### src/rtl/mac_sequencer.sv
// Dot-product sequencer: streams N operand pairs from two synchronous ROMs into a
// saturating MAC, steers its accumulator controls, and hands off the captured sum.
package definitions;
  parameter int Q_INT  = 8;
  parameter int Q_FRAC = 8;
  parameter int Q_SIZE = Q_INT + Q_FRAC;
endpackage

module mac_sequencer
  import definitions::*;
#(
  parameter int ADDR_WIDTH = 8,
  parameter int LEN_WIDTH  = 8
) (
  input  logic                  clk,
  input  logic                  rst,
  input  logic                  start,
  output logic                  ready,
  input  logic [LEN_WIDTH-1:0]  len,
  input  logic [ADDR_WIDTH-1:0] x_base,
  input  logic [ADDR_WIDTH-1:0] w_base,
  output logic                  rd_en,
  output logic [ADDR_WIDTH-1:0] x_addr,
  output logic [ADDR_WIDTH-1:0] w_addr,
  output logic                  mac_acc_loopback,
  output logic                  mac_acc_update,
  input  logic [Q_SIZE-1:0]     mac_acc,
  output logic [Q_SIZE-1:0]     result,
  output logic                  result_valid,
  input  logic                  result_ready
);

  typedef enum logic [2:0] {S_IDLE, S_RUN, S_DRAIN, S_CAPT, S_OUT} state_t;

  state_t                r_state;
  logic [LEN_WIDTH-1:0]  r_len;
  logic [LEN_WIDTH-1:0]  r_idx;
  logic                  r_ready;
  logic                  r_rd_en;
  logic [ADDR_WIDTH-1:0] r_x_addr;
  logic [ADDR_WIDTH-1:0] r_w_addr;
  logic [Q_SIZE-1:0]     r_result;
  logic                  r_valid;
  logic                  r_d_valid;
  logic                  r_d_first;
  logic                  w_last;

  // r_idx is the index whose addresses are on the bus this cycle
  assign w_last = (r_idx == r_len - LEN_WIDTH'(1));

  always_ff @(posedge clk or posedge rst) begin
    if (rst) begin
      r_state   <= S_IDLE;
      r_len     <= '0;
      r_idx     <= '0;
      r_ready   <= 1'b1;
      r_rd_en   <= 1'b0;
      r_x_addr  <= '0;
      r_w_addr  <= '0;
      r_result  <= '0;
      r_valid   <= 1'b0;
      r_d_valid <= 1'b0;
      r_d_first <= 1'b0;
    end else begin
      // Tags follow the one-cycle memory latency so update lines up with data
      r_d_valid <= r_rd_en;
      r_d_first <= r_rd_en && (r_idx == '0);
      case (r_state)
        S_IDLE: begin
          if (start) begin
            r_len   <= len;
            r_idx   <= '0;
            r_ready <= 1'b0;
            if (len == '0) begin
              r_result <= '0;
              r_valid  <= 1'b1;
              r_state  <= S_OUT;
            end else begin
              r_x_addr <= x_base;
              r_w_addr <= w_base;
              r_rd_en  <= 1'b1;
              r_state  <= S_RUN;
            end
          end
        end
        S_RUN: begin
          r_idx <= r_idx + LEN_WIDTH'(1);
          if (w_last) begin
            r_rd_en <= 1'b0;
            r_state <= S_DRAIN;
          end else begin
            r_x_addr <= r_x_addr + ADDR_WIDTH'(1);
            r_w_addr <= r_w_addr + ADDR_WIDTH'(1);
          end
        end
        S_DRAIN: r_state <= S_CAPT;
        S_CAPT: begin
          r_result <= mac_acc;
          r_valid  <= 1'b1;
          r_state  <= S_OUT;
        end
        S_OUT: begin
          if (result_ready) begin
            r_valid <= 1'b0;
            r_ready <= 1'b1;
            r_state <= S_IDLE;
          end
        end
        default: r_state <= S_IDLE;
      endcase
    end
  end

  assign ready            = r_ready;
  assign rd_en            = r_rd_en;
  assign x_addr           = r_x_addr;
  assign w_addr           = r_w_addr;
  assign result           = r_result;
  assign result_valid     = r_valid;
  // First term overwrites the accumulator so earlier commands never leak in
  assign mac_acc_update   = r_d_valid;
  assign mac_acc_loopback = r_d_valid & ~r_d_first;

endmodule

### config.mk
export PLATFORM = sky130hd
export DESIGN_NAME = mac_sequencer
export DESIGN_NICKNAME = d
export VERILOG_FILES = /design/src/rtl/mac_sequencer.sv
export SDC_FILE = /design/constraint.sdc
export NUM_CORES = 1
export LEC_CHECK = 0
export CAP_MARGIN = 20
export CORE_ASPECT_RATIO = 0.8
export CORE_MARGIN = 2
export CORE_UTILIZATION = 33
export DETAILED_ROUTE_END_ITERATION = 10
export PLACE_DENSITY = 0.57
export SYNTH_ARGS = -nofsm -noshare
export SYNTH_HDL_FRONTEND = slang
export SYNTH_SLANG_ARGS = --single-unit
### constraint.sdc
create_clock -name clk -period 6.1 [get_ports clk]
set_input_delay 0.61 -clock clk [delete_from_list [all_inputs] [get_ports clk]]
set_output_delay 0.61 -clock clk [all_outputs]
set_load 0.1 [all_outputs]
== Word level (Yosys, flattened, before mapping) ==
Cells that the tools add are included.
Widths: inputs -> output; s select.

* Register bits after elaboration: 56
* Input bits: 44
* Logic and storage cells: 73
* Output and inout port bits: 37

* Bitwise gates (word level): 2
* Reductions and logical operators: 16
* Add/subtract/negate cells: 4
* Mux-type cells: 29
* Eq/ne operators: 11

{| class="wikitable"
|+ Operator list
! cell !! count
|-
| $mux 8 || 7
|-
| $pmux 8 s2 || 3
|-
| $mux 16 || 2
|-
| $pmux 16 s2 || 1
|-
| $add 8x1->8 const B || 3
|-
| $logic_not 8->1 || 2
|-
| $pmux 3 s5 || 1
|-
| $mux 3 || 4
|-
| $ne 2x2->1 const B || 6
|-
| $reduce_and 4->1 || 3
|-
| $reduce_and 3->1 || 3
|-
| $eq 8x8->1 || 1
|-
| $mux 1 || 8
|-
| $sub 8x1->8 const B || 1
|-
| $eq 3x2->1 const B || 2
|-
| $reduce_bool 2->1 || 3
|-
| $pmux 1 s2 || 2
|-
| $reduce_and 2->1 || 2
|-
| $eq 3x1->1 const B || 1
|-
| $eq 3x3->1 const B || 1
|-
| $logic_not 3->1 || 1
|-
| $pmux 1 s3 || 1
|-
| $reduce_bool 3->1 || 1
|-
| $and 1x1->1 || 1
|-
| 2 further kinds || 2
|}

== Longest topological paths before layout ==
Gate-level depths: netlist (run 1).

* Depth in word-level cells: 4
* Mapped depth: 12
* Mapped depth without buffers: 9

== Worst setup path before layout (run 1) ==
No wires, ideal clock.

* Path kind: reg2out
* From: register r_d_valid (netlist: mac_acc_update)
* To: output port mac_acc_loopback
* Path slack: 3.143 ns
* Buffers on the path: 0
* Arrival: 2.347 ns
* Stages on the path, launching flop included: 2
* Data required time: 5.490 ns
* Cells stage by stage: dfrtp_1 > nor2b_1

* Word-level cells in the longest chain between the ends: 1

{| class="wikitable"
|+ RTL lines
! element !! line !! source
|-
| from (decl) || 44 || <nowiki>logic r_d_valid;</nowiki>
|-
| from (signal assigned) || 66 || <nowiki>r_d_valid <= r_rd_en;</nowiki>
|-
| $and 1x1->1 || 122 || <nowiki>assign mac_acc_loopback = r_d_valid & ~r_d_first;</nowiki>
|-
| to (decl) || 25 || <nowiki>output logic mac_acc_loopback,</nowiki>
|}

Every way passes these cells.

== Worst setup path after layout (run 1) ==
* From: input port len[4]
* To: register r_x_addr[7] (netlist: x_addr[7])

* Word-level cells in the longest chain between the ends: 3

{| class="wikitable"
|+ RTL lines
! element !! line !! source
|-
| from (decl) || 19 || <nowiki>input logic [LEN_WIDTH-1:0] len,</nowiki>
|-
| $logic_not 8->1 || 74 || <nowiki>if (len == '0) begin</nowiki>
|-
| $ne 2x2->1 (no line) || - ||
|-
| $reduce_and 4->1 (no line) || - ||
|-
| to (signal assigned) || 79 || <nowiki>r_x_addr <= x_base;</nowiki>
|-
| to (signal assigned) || 92 || <nowiki>r_x_addr <= r_x_addr + ADDR_WIDTH'(1);</nowiki>
|-
| to (decl) || 40 || <nowiki>logic [ADDR_WIDTH-1:0] r_x_addr;</nowiki>
|}

Every way passes these cells.
A chain may end at the register's enable or synchronous reset.

==> results of run 1 <==
==> worst paths after layout <==
| check | from | end | slack (ps) |
|---|---|---|---|
| max | len[4] | x_addr[7]$_DFFE_PP0P_ | 3330 |
| min | rd_en$_DFFE_PP0P_ | mac_acc_update$_DFF_PP0_ | 440 |
| max reg2reg | r_len[0]$_DFFE_PP0P_ | x_addr[7]$_DFFE_PP0P_ | 3360 |
| min reg2reg | rd_en$_DFFE_PP0P_ | mac_acc_update$_DFF_PP0_ | 440 |
| max in group asynchronous | rst | rd_en$_DFFE_PP0P_ | 4770 |
| min in group asynchronous | rst | result[5]$_DFFE_PP0P_ | 830 |
==> kinds of logic after synthesis <==
group	Yosys count
simple gates	118
compound gates	87
flops	56
buf+inv	28
xor+xnor	11
fa+ha+maj	5
mux	1
==> state kept, by name (all words and copies together), names as in the netlist <==
signal and flops:
w_addr 8, result_valid 1, result 16, r_idx 8, rd_en 1, r_d_first 1, r_len 8, mac_acc_update 1
x_addr 8, ready 1, r_state 3
==> cells in the final DEF, fill, tap and decap left out, drive strengths merged, types with 7 or more instances in the layout <==
| cell type | Yosys | routed |
|---|---|---|
| o211ai | 9 | 9 |
| a221oi | 8 | 8 |
| nand3 | 14 | 14 |
| xnor2 | 7 | 7 |
| o21ai | 25 | 25 |
| inv | 14 | 15 |
| nor2b | 8 | 8 |
| clkdlybuf4s50 | 0 | 80 |
| dfrtp | 55 | 55 |
| a22o | 17 | 17 |
| nor2 | 25 | 25 |
| nand2 | 43 | 43 |
| a21oi | 10 | 10 |
==> Yosys cell counts (all sizes together), types with 7 or more instances <==
cell,instances,area share
dfrtp,55,0.46
nand2,43,0.054
nor2,25,0.032
o21ai,25,0.047
a22o,17,0.049
inv,14,0.017
nand3,14,0.025
a21oi,10,0.017
buf,9,0.023
o211ai,9,0.022
a221oi,8,0.040
nor2b,8,0.017
xnor2,7,0.020
==> area by class of cell <==
type                            count  area share
Timing Repair Buffer               83      0.2040
Clock inverter                      3    0.005581
Multi-Input combinational cell    222      0.3631
Clock buffer                        5     0.03101
Sequential cell                    56      0.3476
Inverter                           14     0.01302
Tap cell                          115     0.03566
==> metrics by stage <==
step	instance area [um2]	cells
finish	4035	498
floorplan	3009	306
CTS	4035	498
global placement	3887	490
detailed placement	3887	490
global route	4035	498
==> routing by layer <==
layer | vias up | GRT usage
li1 | 1257 | -
met1 | 1234 | 0.2241
met2 | 86 | 0.2276
met3 | 6 | 0.05424
met4 | 0 | 0.03750
met5 | - | 0
==> metrics.log, run 1 <==
INFO  metric status = finished clean
INFO  metric path_max_fanout = 18
INFO  metric dr.max_layer_used = met4
INFO  metric numCtsBuffers = 5
INFO  metric vias_per_cell = 5.187
INFO  metric post-route-period-util = 0.4542
INFO  metric drive_above_1_share = 0.08877
INFO  metric synth_seq_area_share = 0.4661
INFO  metric ctsRootBufferMaster = sky130_fd_sc_hd__clkbuf_16
INFO  metric min_delay_path_class = reg2reg
INFO  metric layout_min_cycle_time = between 2000 and 3000 ps
INFO  metric hold-worst-slack = ~440 ps
INFO  metric synthAdderAreaFrac = 0.02079
INFO  metric wl_met2 = 3.151 mm
INFO  metric remaining_drc_errors = 0
INFO  metric yosys_reg_bits = 56
INFO  metric detailedRoute.firstIterationViolations = 144
INFO  metric postLayoutCoreUtil = 0.4504
INFO  metric timing.slew.headroom = 0.3293
INFO  metric h_tree_lvls = 2
INFO  metric synthSimpleGateAreaFrac = 0.2021
INFO  metric buffer_ports.inserted = 80
INFO  metric worst_ep_required_time = 6300 ps
INFO  metric num_rows = 31
INFO  metric design.die.area = roughly 0.01 mm2
INFO  metric cts_max_path_buffers = 2
INFO  metric path_class = in2reg
INFO  metric syn_area = 0.003009 mm2
INFO  metric via_count = about 2,600
INFO  metric critical_path.endpoint_type = flip-flop
INFO  metric synth_top_family_by_area = compound AO/OA/AOI/OAI gates
INFO  metric worst-endpoint-arrival = a little under 3000 ps
INFO  metric nNetsFinal = ~430
INFO  metric clock_skew = around 5.9 ps
INFO  metric ys_dominant_reg_cell = sky130_fd_sc_hd__dfrtp_1
INFO  metric tightestPinTransition = 1002 ps
INFO  metric drtPass1Iterations = 5
INFO  metric m1WireLength = 3.750 mm
INFO  metric core-area = 0.008960 mm2
INFO  metric post_synth_xor_area_fraction = 0.03202
INFO  metric cts_tree = done
INFO  metric gate_count_after_technology_mapping = roughly 300
INFO  metric worst_hold_path.num_cells = 0
INFO  metric post_cts_resized = 0
INFO  metric cp_slowest_stage_delay = between 500 and 600 ps
INFO  metric ant_nets = 0
INFO  metric storage_cell_area = 0.001403 mm2
INFO  metric startpoint_type = input port
INFO  metric final_critical_path_setup_slack = between 3000 and 4000 ps
INFO  metric gr-total-overflow = 0
INFO  metric timing_max_transition_violations_final = 0
INFO  metric die_width = 110.8 um
INFO  metric wl = ~7.6 mm
INFO  metric start_util = 0.3358
INFO  metric number_of_flops_mapped_to_enable_cells_by_yosys = 0
INFO  metric global_route_wire_length_before_repair = roughly 12 mm
INFO  metric dpl.hpwl = ~5.5 mm
INFO  metric finalSetupViolations = 0
INFO  metric cts.sinks = 56
INFO  metric gp_congestion = a little under 0.8
INFO  metric clk_pin_slew_worst_paths = 70 ps
INFO  metric critPathBufInv = 1
INFO  metric grt_setup_unrepaired = no
INFO  metric yosys.cell_types.count = 51
INFO  metric post-cts-setup-buffers = 0
INFO  metric met3_length = 668 um
INFO  metric critical-path-top-delay-family = simple AND/OR/NAND/NOR gates
INFO  metric areaGrowthSynthToFinish = 34.10%
INFO  metric hold_viol = 0
INFO  metric synth_compound_gate_area_share = 0.2287
INFO  metric yosysWarnings = 0
INFO  metric via_count_of_the_first_global_routing_pass = between 2,000 and 2,500
INFO  metric post_synth.cell_area_avg = 9.834 um2
INFO  metric multi_input_logic_area = 0.001465 mm2
INFO  metric die_h = between 80 and 90 um
INFO  metric max_clock_freq = around 360 MHz
INFO  metric worst_path_max_delay_cell = sky130_fd_sc_hd__or4_1
INFO  metric worst_r2r_path_depth = 9
INFO  metric worst_slack_after_detailed_placement = just over 3000 ps
INFO  metric cp.depth = 7
INFO  metric io_pins = roughly 80
INFO  metric cts.hold.buffers_added = 0
INFO  metric share_of_synthesized_flip_flops_with_an_asynchronous_set_or_reset = 1.000
INFO  metric max_cap_violations = 0
INFO  metric maximum_number_of_pins_on_one_net_before_global_route_repair = 57
INFO  metric worstPathCellList = clkdlybuf4s50_1 > or4_1 > o21ai_4 > nand4_4 > nor2_2 > o21ai_0 > a221oi_2
INFO  metric fin_tns_setup = 0 ps
INFO  metric average_detailed_routed_wire_length_per_instance = roughly 15 um
INFO  metric gr-usage-all-layers = 0.1565
INFO  metric antenna_found_initial = 0
INFO  metric worstSkewPairLatency = about 290 ps
INFO  metric antennaDiodeCount = 0
INFO  metric num-fill-cells = roughly 870
INFO  metric synth.net_count = roughly 360
INFO  metric yosys-mux-area-fraction = 0.003326
Power of run 1 is left out: the tool's default activity adds up to more than one toggle a clock period on the data nets, which glitch-free logic cannot reach.
==> run 2, diff against run 1 <==
- PLACE_DENSITY: 0.57 -> 0.59
- clock period: 6.1 -> 2.4 ns (I/O delays scaled with it)
==> run 2 against run 1 <==
Critical path depth is 1 higher. Cell count is 3.2% higher. Non-clock buffer count is 16 higher. Setup slack worse by 3200 ps. Via count is 1.1% higher. Sequential share of layout area is 0.71 points lower. Sequential cell count stayed put. Utilization is 0.94 points higher. Global-route usage is 0.22 points higher. Routed wire length is 0.16% lower. Hold slack worse by 110 ps. Highest routed layer unchanged. Register-to-register slack worse by 3200 ps.
==> metrics.log, run 2 (synthesized netlist as in run 1, its figures left out) <==
INFO  metric status = finished clean
INFO  metric start_util = 0.3358 (unchanged)
INFO  metric gp_congestion = 0.7818 (-1.6%)
INFO  metric maximum_number_of_pins_on_one_net_before_global_route_repair = 31 (-46%)
INFO  metric path_max_fanout = 8 (-10)
INFO  metric detailedRoute.firstIterationViolations = 93 (-35%)
INFO  metric average_detailed_routed_wire_length_per_instance = 14.80 um (-3.3%)
INFO  metric gr-total-overflow = 0 (unchanged)
INFO  metric finalSetupViolations = 0 (unchanged)
INFO  metric startpoint_type = flip-flop
INFO  metric antennaDiodeCount = 0 (unchanged)
INFO  metric wl = 7.606 mm (-0.16%)
INFO  metric via_count_of_the_first_global_routing_pass = 2,501 (+2.4%)
INFO  metric h_tree_lvls = 2 (unchanged)
INFO  metric min_delay_path_class = in2async
INFO  metric fin_cells = 514 (+3.2%)
INFO  metric dp.cells = 504 (+2.9%)
INFO  metric cts_tree = done
INFO  metric grt_setup_unrepaired = no
INFO  metric cts.sinks = 56 (unchanged)
INFO  metric dpl.hpwl = 5.645 mm (+3.4%)
INFO  metric max_clock_freq = ~440 MHz
INFO  metric tightestPinTransition = 620.7 ps (-381.6 ps)
INFO  metric antenna_found_initial = 0 (unchanged)
INFO  metric ctsRootBufferMaster = sky130_fd_sc_hd__clkbuf_16
INFO  metric timing_max_transition_violations_final = 0 (unchanged)
INFO  metric critical_path.endpoint_type = flip-flop
INFO  metric path_class = reg2reg
INFO  metric via_count = 2,611 (+1.1%)
INFO  metric core-area = 0.008960 mm2 (unchanged)
INFO  metric vias_per_cell = 5.080 (-2.1%)
INFO  metric mostFrequentLayoutCell = sky130_fd_sc_hd__dfrtp_1
INFO  metric layout_min_cycle_time = around 2200 ps
INFO  metric die_h = 89.41 um (unchanged)
INFO  metric hold_viol = 0 (unchanged)
INFO  metric cp_slowest_stage_delay = 450 ps (-140 ps)
INFO  metric clock_skew = 5.293 ps (-0.6333 ps)
INFO  metric max_cap_violations = 0 (unchanged)
INFO  metric num_rows = 31 (unchanged)
INFO  metric cts.hold.buffers_added = 0 (unchanged)
INFO  metric numCtsBuffers = 5 (unchanged)
INFO  metric gr-usage-all-layers = 0.1587 (+0.002213)
INFO  metric worst-endpoint-arrival = 2420 ps (-550 ps)
INFO  metric remaining_drc_errors = 0 (unchanged)
INFO  metric worst_path_max_delay_cell = sky130_fd_sc_hd__dfrtp_1
INFO  metric drive_above_1_share = 0.2231 (+0.1343)
INFO  metric design.die.area = 0.009903 mm2 (unchanged)
INFO  metric drtPass1Iterations = 4 (-1)
INFO  metric buffer_ports.inserted = 80 (unchanged)
INFO  metric worst_ep_required_time = 2570 ps (-3730 ps)
INFO  metric worst_r2r_path_depth = 8 (-1)
INFO  metric final_cell_mix = 55 x sky130_fd_sc_hd__dfrtp_1, 54 x sky130_fd_sc_hd__buf_4, 43 x sky130_fd_sc_hd__nand2_1, 43 x sky130_fd_sc_hd__clkdlybuf4s50_1, 24 x sky130_fd_sc_hd__nor2_1
INFO  metric global_route_wire_length_before_repair = 12.67 mm (+2.3%)
INFO  metric fin_tns_setup = 0 ps (unchanged)
INFO  metric nNetsFinal = 447 (+3.7%)
INFO  metric timing.slew.headroom = 0.5847 (+0.2554)
INFO  metric largest_register_ffs = 16 (unchanged)
INFO  metric worstPathCellList = nor4_4 > a211oi_1 > o21bai_1 > nor2b_2 > o21ai_2 > buf_4 > and3_1 > a221o_1
INFO  metric worstSkewPairLatency = 290 ps (about the same)
INFO  metric areaGrowthSynthToFinish = 36.88%
INFO  metric ant_nets = 0 (unchanged)
INFO  metric io_pins = 81 (unchanged)
INFO  metric cts_max_path_buffers = 2 (unchanged)
INFO  metric post-route-period-util = 0.9366
INFO  metric clk_pin_slew_worst_paths = 70 ps (about the same)
INFO  metric die_width = 110.8 um (unchanged)
==> run 2: changes by cell type in the layout (fill, tap and decap cells not counted) <==
cell	change
sky130_fd_sc_hd__nor2b_2	+1
sky130_fd_sc_hd__buf_6	+1
sky130_fd_sc_hd__nor2_2	-1
sky130_fd_sc_hd__buf_4	+51
sky130_fd_sc_hd__bufinv_16	+1
sky130_fd_sc_hd__ha_1	-1
sky130_fd_sc_hd__nor2_4	+1
sky130_fd_sc_hd__inv_6	-1
sky130_fd_sc_hd__clkdlybuf4s50_1	-37
sky130_fd_sc_hd__clkbuf_8	+1
sky130_fd_sc_hd__clkinv_2	-1
sky130_fd_sc_hd__nor2b_1	-1
sky130_fd_sc_hd__buf_12	+1
sky130_fd_sc_hd__ha_2	+1
==> run 2: cell type report <==
cell class | count | area [um2]
Fill cell | 860 | 4841
Tap cell | 115 | 143.9
Timing Repair Buffer | 99 | 867.1
Clock buffer | 6 | 138.9
Clock inverter | 2 | 38.79
Inverter | 14 | 52.55
Sequential cell | 56 | 1403
Multi-Input combinational cell | 222 | 1475
==> run 2: worst paths after layout <==
check | start | slack [ps] | endpoint
max in group asynchronous | rst | 1430 | ready$_DFFE_PP1P_
hold / removal | rst | 330 | w_addr[1]$_DFFE_PP0P_
setup / recovery | r_len[4]$_DFFE_PP0P_ | 150 | x_addr[1]$_DFFE_PP0P_
setup reg to reg | r_len[4]$_DFFE_PP0P_ | 150 | x_addr[1]$_DFFE_PP0P_
hold reg to reg | rd_en$_DFFE_PP0P_ | 460 | mac_acc_update$_DFF_PP0_
min in group clk | rd_en$_DFFE_PP0P_ | 460 | mac_acc_update$_DFF_PP0_
==> run 2: timing repair <==
action / in CTS / in global routing
setup endpoints to repair: 0 / 4
buffers inserted: 0 / 1
resized for setup: 0 / 2
==> run 2: metal layers <==
layer / track usage / routed length [um] / part of all wire / vias up
met5: 0 / 0 / 0 / -
met4: 0.02727 / 40 / 0.0053 / 0
met3: 0.04271 / 473 / 0.062 / 5
met2: 0.2471 / 3196 / 0.42 / 74
met1: 0.2270 / 3895 / 0.51 / 1240
li1: - / - / - / 1292
==> run 2: critical path: cells and delay by family (launching register included) <==
kind	cells	cell delay (ps)
AOI/OAI and AO/OA	4	660
buffers and inverters	1	180
DFF	1	450
and+or+nand+nor	3	850
==> run 2: per-stage QoR <==
stage                     area (um2)  setup WS (ps)  hold WS (ps)    util
after floorplan                 3012          142.1         345.4       -
after global placement          3915          76.52         456.6  0.4370
after detailed placement        3915          24.43         456.8  0.4370
after CTS                       4093          66.42         360.0  0.4568
after global routing            4119          11.68         394.0  0.4597
final                           4119          152.3         329.2  0.4597
Power of run 2 is left out for the same reason.
